$ cat config.mk
export PLATFORM = sky130hd
export DESIGN_NAME = lf32_sub_pipe
export DESIGN_NICKNAME = d
export VERILOG_FILES = /design/src/rtl/lf32_pkg.sv /design/src/rtl/lf32_prefix_level.sv /design/src/rtl/lf32_sub_pipe.sv
export SDC_FILE = /design/constraint.sdc
export NUM_CORES = 1
export LEC_CHECK = 0
export ABC_AREA = 1
export CORE_ASPECT_RATIO = 1.2
export CORE_MARGIN = 3
export CORE_UTILIZATION = 35
export CTS_BUF_LIST = sky130_fd_sc_hd__clkbuf_8
export DETAILED_ROUTE_END_ITERATION = 10
export GPL_TIMING_DRIVEN = 0
export SLEW_MARGIN = 30
export SYNTH_ARGS = -nofsm -noshare
export SYNTH_HDL_FRONTEND = slang
export SYNTH_SLANG_ARGS = --single-unit
$ cat constraint.sdc
create_clock -name clk -period 2.8 [get_ports clk]
set_clock_uncertainty 0.2 [all_clocks]
set_input_delay 0.42 -clock clk [delete_from_list [all_inputs] [get_ports clk]]
set_output_delay 0.42 -clock clk [all_outputs]
set_load 0.005 [all_outputs]
$ cat src/rtl/lf32_pkg.sv
// Shared types and the prefix operator for the 32-bit Ladner-Fischer adder/subtractor family.
package lf32_pkg;

   localparam int LF32_WIDTH  = 32;
   localparam int LF32_LEVELS = 5;

   typedef logic [31:0] lf32_word_t;

   typedef struct packed {
      logic g;
      logic p;
   } gp_t;

   // (G,P) o (G',P') with the more significant group on the left.
   function automatic gp_t gp_combine(input gp_t hi, input gp_t lo);
      gp_t r;
      r.g = hi.g | (hi.p & lo.g);
      r.p = hi.p & lo.p;
      return r;
   endfunction

endpackage

$ cat src/rtl/lf32_prefix_level.sv
// One Ladner-Fischer prefix level: bits in the upper half of each 2^(LEVEL+1) block
// absorb the top node of the lower half. Purely combinational.
module lf32_prefix_level
   import lf32_pkg::*;
#(
   parameter int LEVEL = 0
)
(
   input  gp_t [LF32_WIDTH-1:0] prev,
   output gp_t [LF32_WIDTH-1:0] next
);

   for (genvar i = 0; i < LF32_WIDTH; i++) begin : g_bit
      if (((i >> LEVEL) & 1) == 1) begin : g_op
         localparam int SRC = ((i >> (LEVEL + 1)) << (LEVEL + 1)) + (1 << LEVEL) - 1;
         assign next[i] = gp_combine(prev[i], prev[SRC]);
      end else begin : g_pass
         assign next[i] = prev[i];
      end
   end

endmodule

$ cat src/rtl/lf32_sub_pipe.sv
// Two-stage pipelined 32-bit prefix subtractor, diff = a - b with borrow; 2-cycle latency.
// Valid/ready both sides, full throughput; in_ready follows out_ready combinationally.
// LF32_SUB_OVF_EN adds the registered signed-overflow output ovf.
module lf32_sub_pipe
   import lf32_pkg::*;
#(
   parameter int WIDTH       = 32,
   parameter int SPLIT_LEVEL = 3
)
(
   input  logic             clk,
   input  logic             rst,
   input  logic             in_valid,
   output logic             in_ready,
   input  logic [WIDTH-1:0] a,
   input  logic [WIDTH-1:0] b,
   output logic             out_valid,
   input  logic             out_ready,
   output logic [WIDTH-1:0] diff,
   output logic             borrow
`ifdef LF32_SUB_OVF_EN
   ,
   output logic             ovf
`endif
);

   if (WIDTH != LF32_WIDTH) begin : g_bad_width
      $error("lf32_sub_pipe: only WIDTH=32 is supported");
   end
   if (SPLIT_LEVEL < 0 || SPLIT_LEVEL > LF32_LEVELS) begin : g_bad_split
      $error("lf32_sub_pipe: SPLIT_LEVEL must be within 0..5");
   end

   localparam int S2_LEVELS = LF32_LEVELS - SPLIT_LEVEL;

   logic s1_v, s2_v;
   logic s1_adv, s2_adv;

   assign s2_adv    = ~s2_v | out_ready;
   assign s1_adv    = ~s1_v | s2_adv;
   assign in_ready  = s1_adv;
   assign out_valid = s2_v;

   // ---------------- stage 1: per-bit terms and the first prefix levels
   lf32_word_t              p0;
   gp_t [LF32_WIDTH-1:0]    gp0;
   gp_t [LF32_WIDTH-1:0]    na [SPLIT_LEVEL+1];

   assign p0 = a ^ ~b;

   always_comb begin
      for (int i = 0; i < LF32_WIDTH; i++) begin
         gp0[i].g = a[i] & ~b[i];
         gp0[i].p = p0[i];
      end
      // the +1 of a + ~b + 1 folds into the bit-0 group generate
      gp0[0].g = (a[0] & ~b[0]) | p0[0];
   end

   assign na[0] = gp0;

   for (genvar l = 0; l < SPLIT_LEVEL; l++) begin : g_s1_lvl
      lf32_prefix_level #(.LEVEL(l)) u_lvl (
         .prev (na[l]),
         .next (na[l+1])
      );
   end

   gp_t [LF32_WIDTH-1:0] s1_gp;
   lf32_word_t           s1_p;
`ifdef LF32_SUB_OVF_EN
   logic                 s1_a31, s1_b31;
`endif

   always_ff @(posedge clk) begin
      if (s1_adv) begin
         s1_gp <= na[SPLIT_LEVEL];
         s1_p  <= p0;
`ifdef LF32_SUB_OVF_EN
         s1_a31 <= a[WIDTH-1];
         s1_b31 <= b[WIDTH-1];
`endif
      end
   end

   // ---------------- stage 2: remaining levels, sum and flags
   gp_t [LF32_WIDTH-1:0] nb [S2_LEVELS+1];
   lf32_word_t           carry;
   lf32_word_t           diff_nxt;
   logic                 borrow_nxt;
   logic                 unused_final_p;

   assign nb[0] = s1_gp;

   for (genvar k = 0; k < S2_LEVELS; k++) begin : g_s2_lvl
      lf32_prefix_level #(.LEVEL(SPLIT_LEVEL + k)) u_lvl (
         .prev (nb[k]),
         .next (nb[k+1])
      );
   end

   always_comb begin
      carry          = '0;
      unused_final_p = 1'b0;
      for (int i = 0; i < LF32_WIDTH; i++) begin
         carry[i]       = nb[S2_LEVELS][i].g;
         unused_final_p = unused_final_p ^ nb[S2_LEVELS][i].p;
      end
   end

   assign diff_nxt   = s1_p ^ {carry[LF32_WIDTH-2:0], 1'b1};
   assign borrow_nxt = ~carry[LF32_WIDTH-1];

`ifdef LF32_SUB_OVF_EN
   logic ovf_nxt;
   assign ovf_nxt = (s1_a31 ^ s1_b31) & (s1_a31 ^ diff_nxt[LF32_WIDTH-1]);
`endif

   always_ff @(posedge clk) begin
      if (rst) begin
         s1_v   <= 1'b0;
         s2_v   <= 1'b0;
         diff   <= '0;
         borrow <= 1'b0;
`ifdef LF32_SUB_OVF_EN
         ovf    <= 1'b0;
`endif
      end else begin
         if (s1_adv) begin
            s1_v <= in_valid;
         end
         if (s2_adv) begin
            s2_v   <= s1_v;
            diff   <= diff_nxt;
            borrow <= borrow_nxt;
`ifdef LF32_SUB_OVF_EN
            ovf    <= ovf_nxt;
`endif
         end
      end
   end

endmodule

==> qor.yml <==
logic_synthesis:
  synth_compound_area_frac: 0.1010
  syn-cell-area_um2: 5663
  ys_ff_latch: 120
  yosysTopAreaCell: "edfxtp_1"
  yosysWarnings: 0
  synth_most_common_cell: "inv_1"
  syn-num-nets: 676
  synth.distinct_cells: 28
  synth_fa_ha_area_frac: 0.07512
  synth-edff-count: 85
  netlist.area_leader.share: 0.4507
  synth-simple-area-share: 0.1469
  synthArstFlopShare: 0
  muxShareOfSynthArea: 0
  yosys-top-cells-count: "110 x inv_1, 88 x nand2_1, 85 x edfxtp_1, 45 x nor2_1, 41 x nand3_1"
  synth_top_family_by_area: "simple AND/OR/NAND/NOR gates"
  synth.area.top_cells: "edfxtp_1 45%, dfxtp_1 12%, ha_1 7.5%"
  synth_area_per_cell_um2: 9.866
  ys.flop_type: "edfxtp_1"
  syn-instance-count: 574
  synth_xor_area_frac: 0.01392
  synth_seq_area_share: 0.5745
worst_setup_path:
  critPathKind: "in2out"
  cpMaxStageDelayCell: "clkdlybuf4s50_1"
  critPathCaptureType: "output pin"
  reg2reg_from: "out_valid$_SDFFE_PP0P_"
  cp.required_ns: 2.18
  cp-startpoint: "out_ready"
  path_cells: "clkdlybuf4s50_1, nor2_4, nand2_8, clkdlybuf4s50_1"
  crit_path_max_fanout: 44
  startpoint_type: "primary input"
  max_stage_delay_ns: 0.54
  rrSetupSlack_ns: 1.04
  critical_path.most_common_cell: "clkdlybuf4s50_1"
  worstRegToRegCells: 8
  r2r_end: "diff[23]$_SDFFE_PP0P_"
  critPathArrivalTime_ns: 2.07
drt:
  vias: 4031
  wl_per_cell_um: 12.95
  routed_wl_mm: 11.89
  drcViolationCount: 0
  viasPerCell: 4.391
  firstDrtPassIters: 4
  drtIter0Drc: 204
  antenna_left: 0
clock_tree:
  clockBufferDepth: 2
  ctsHoldBuffers: 0
  cts_setup_buffers: 0
  cts-resized-gates: 0
  cts.sinks: 120
  clkTransAtPathRegs_ns: 0.07
  clock_latency_ns: 0.42
  tritoncts: "built"
  cts_inserted_buffers: 17
  h-tree-depth: 4
  cts-root-buf: "clkbuf_8"
timing:
  rsz0062_at_grt: "no"
  fin_crit_ns: 2.691
  max_freq_ghz: 0.3716
  tightestPinTransition_ns: 0.5922
  setup_viol: 0
  finalMaxSlewViolations: 0
  finalHoldViolCount: 0
  period_share: 0.9612
  holdWs_ns: 0.2364
  slew_headroom: 0.6052
floorplanning:
  initial_utilization: 0.3606
  die_y_um: 145.3
  dieArea_um2: 17750
  placementRows: 50
  core_um2: 15700
  die_width_um: 122.1
  ioPinCount: 103
global_routing:
  grt_use_total: 0.1400
  overflow: 0
  grt_pass1_wl_mm: 19.40
  grt_pass1_vias: 4181
  antenna_found_initial: 0
  grt_max_degree: 45
power:
  finalPower_uw: 4584
  ir_worst_vdd_mv: 0.2937
  power_density_nw_per_um2: 618.4
  leakagePower_uw: 0.003558
final_layout:
  layout-drive-gt1-share: 0.08039
  finalCoreUtilization: 0.4720
  nets: 798
  area_growth_pct: 30.89
  stdcell_count: 918
min_path:
  hold_path_class: "reg2reg"
  holdPathEnd: "diff[0]$_SDFFE_PP0P_"
  min_from: "s1_p[0]$_DFFE_PP_"
  worstHoldPathCells: 1
placement:
  place_congestion: 0.8027
  dpl.hpwl_mm: 8.632
  placed_cells: 884
  port_buffers: 102
job:
  cap_violations: 0
outcome:
  status: "finished, final reports clean"
[per-stage QoR]
| stage | setup slack (ns) | setup TNS, ns | cell area [um^2] |
|---|---|---|---|
| after floorplan | 0.5865 | 0 | 5665 |
| after detailed placement | -0.06486 | -0.06486 | 6960 |
| final | 0.1086 | 0 | 7412 |
| after global placement | -1.002 | -30.63 | 6947 |
| after CTS | 0.09750 | 0 | 7410 |
| after global routing | 0.03539 | 0 | 7410 |
[kinds of logic after synthesis]
family | count (synthesis)
AOI/OAI and AO/OA | 96
DFF | 120
adders and majority gates | 34
buffers and inverters | 123
xor gates and xnor gates | 9
and+or+nand+nor | 192
[cell type report]
cell class	count	area [um^2]
clock inverters	9	121.4
well taps	208	260.3
multi-input cells	332	1936
clock buffers	23	316.6
flip-flops and latches	120	3253
fillers	1463	8290
plain buffers	12	82.58
inverters	111	419.2
repair buffers	102	1021
diodes	1	2.502
[worst max path at each step]
| stage | end | slack, ns |
|---|---|---|
| after global routing | in_ready | 0.04 |
| after floorplan | nb[129]$_DFFE_PP_ | 0.59 |
| after global placement | in_ready | -1.00 |
| after detailed placement | in_ready | -0.06 |
| final | in_ready | 0.11 |
| after CTS | in_ready | 0.1 |
[state kept, by name (all words and copies together), names as in the netlist]
signal and cells:
s1_v 1, s1_p 32, borrow 1, nb 53
diff 32, out_valid 1
[worst max-delay path: cells and delay by family]
family / cells / cell delay (ns)
AND/OR/NAND/NOR: 2 / 0.65
buffers and inverters: 2 / 0.98
[placed cells by master, fill, tap and decap left out, drive strengths merged]
cell	instances
a21oi	37
diode	1
nor3b	1
o21bai	11
clkbuf	29
edfxtp	85
nand2	98
clkinv	2
buf	6
clkinvlp	2
or2	6
nor3	1
dfxtp	35
nand3	41
bufinv	3
xnor2	9
inv	113
ha	34
nor2	46
a31oi	3
clkdlybuf4s50	102
a21o	15
o21ai	30
[power by group]
part / internal (uW) / total (uW) / switching, uW / leakage (uW)
Clock: 1010 / 1670 / 657 / 0.000224
Combinational: 382 / 715 / 332 / 0.00210
Sequential: 2110 / 2200 / 92.6 / 0.00123
[per-layer routing]
| metal | track usage | share of wire | routed length (um) |
|---|---|---|---|
| met2 | 0.2459 | 0.51 | 6111 |
| met3 | 0.02955 | 0.038 | 450 |
| met1 | 0.1610 | 0.42 | 5048 |
| met4 | 0.06555 | 0.023 | 274 |
| met5 | 0 | 0 | 0 |
(Power assumes the default switching activity.)
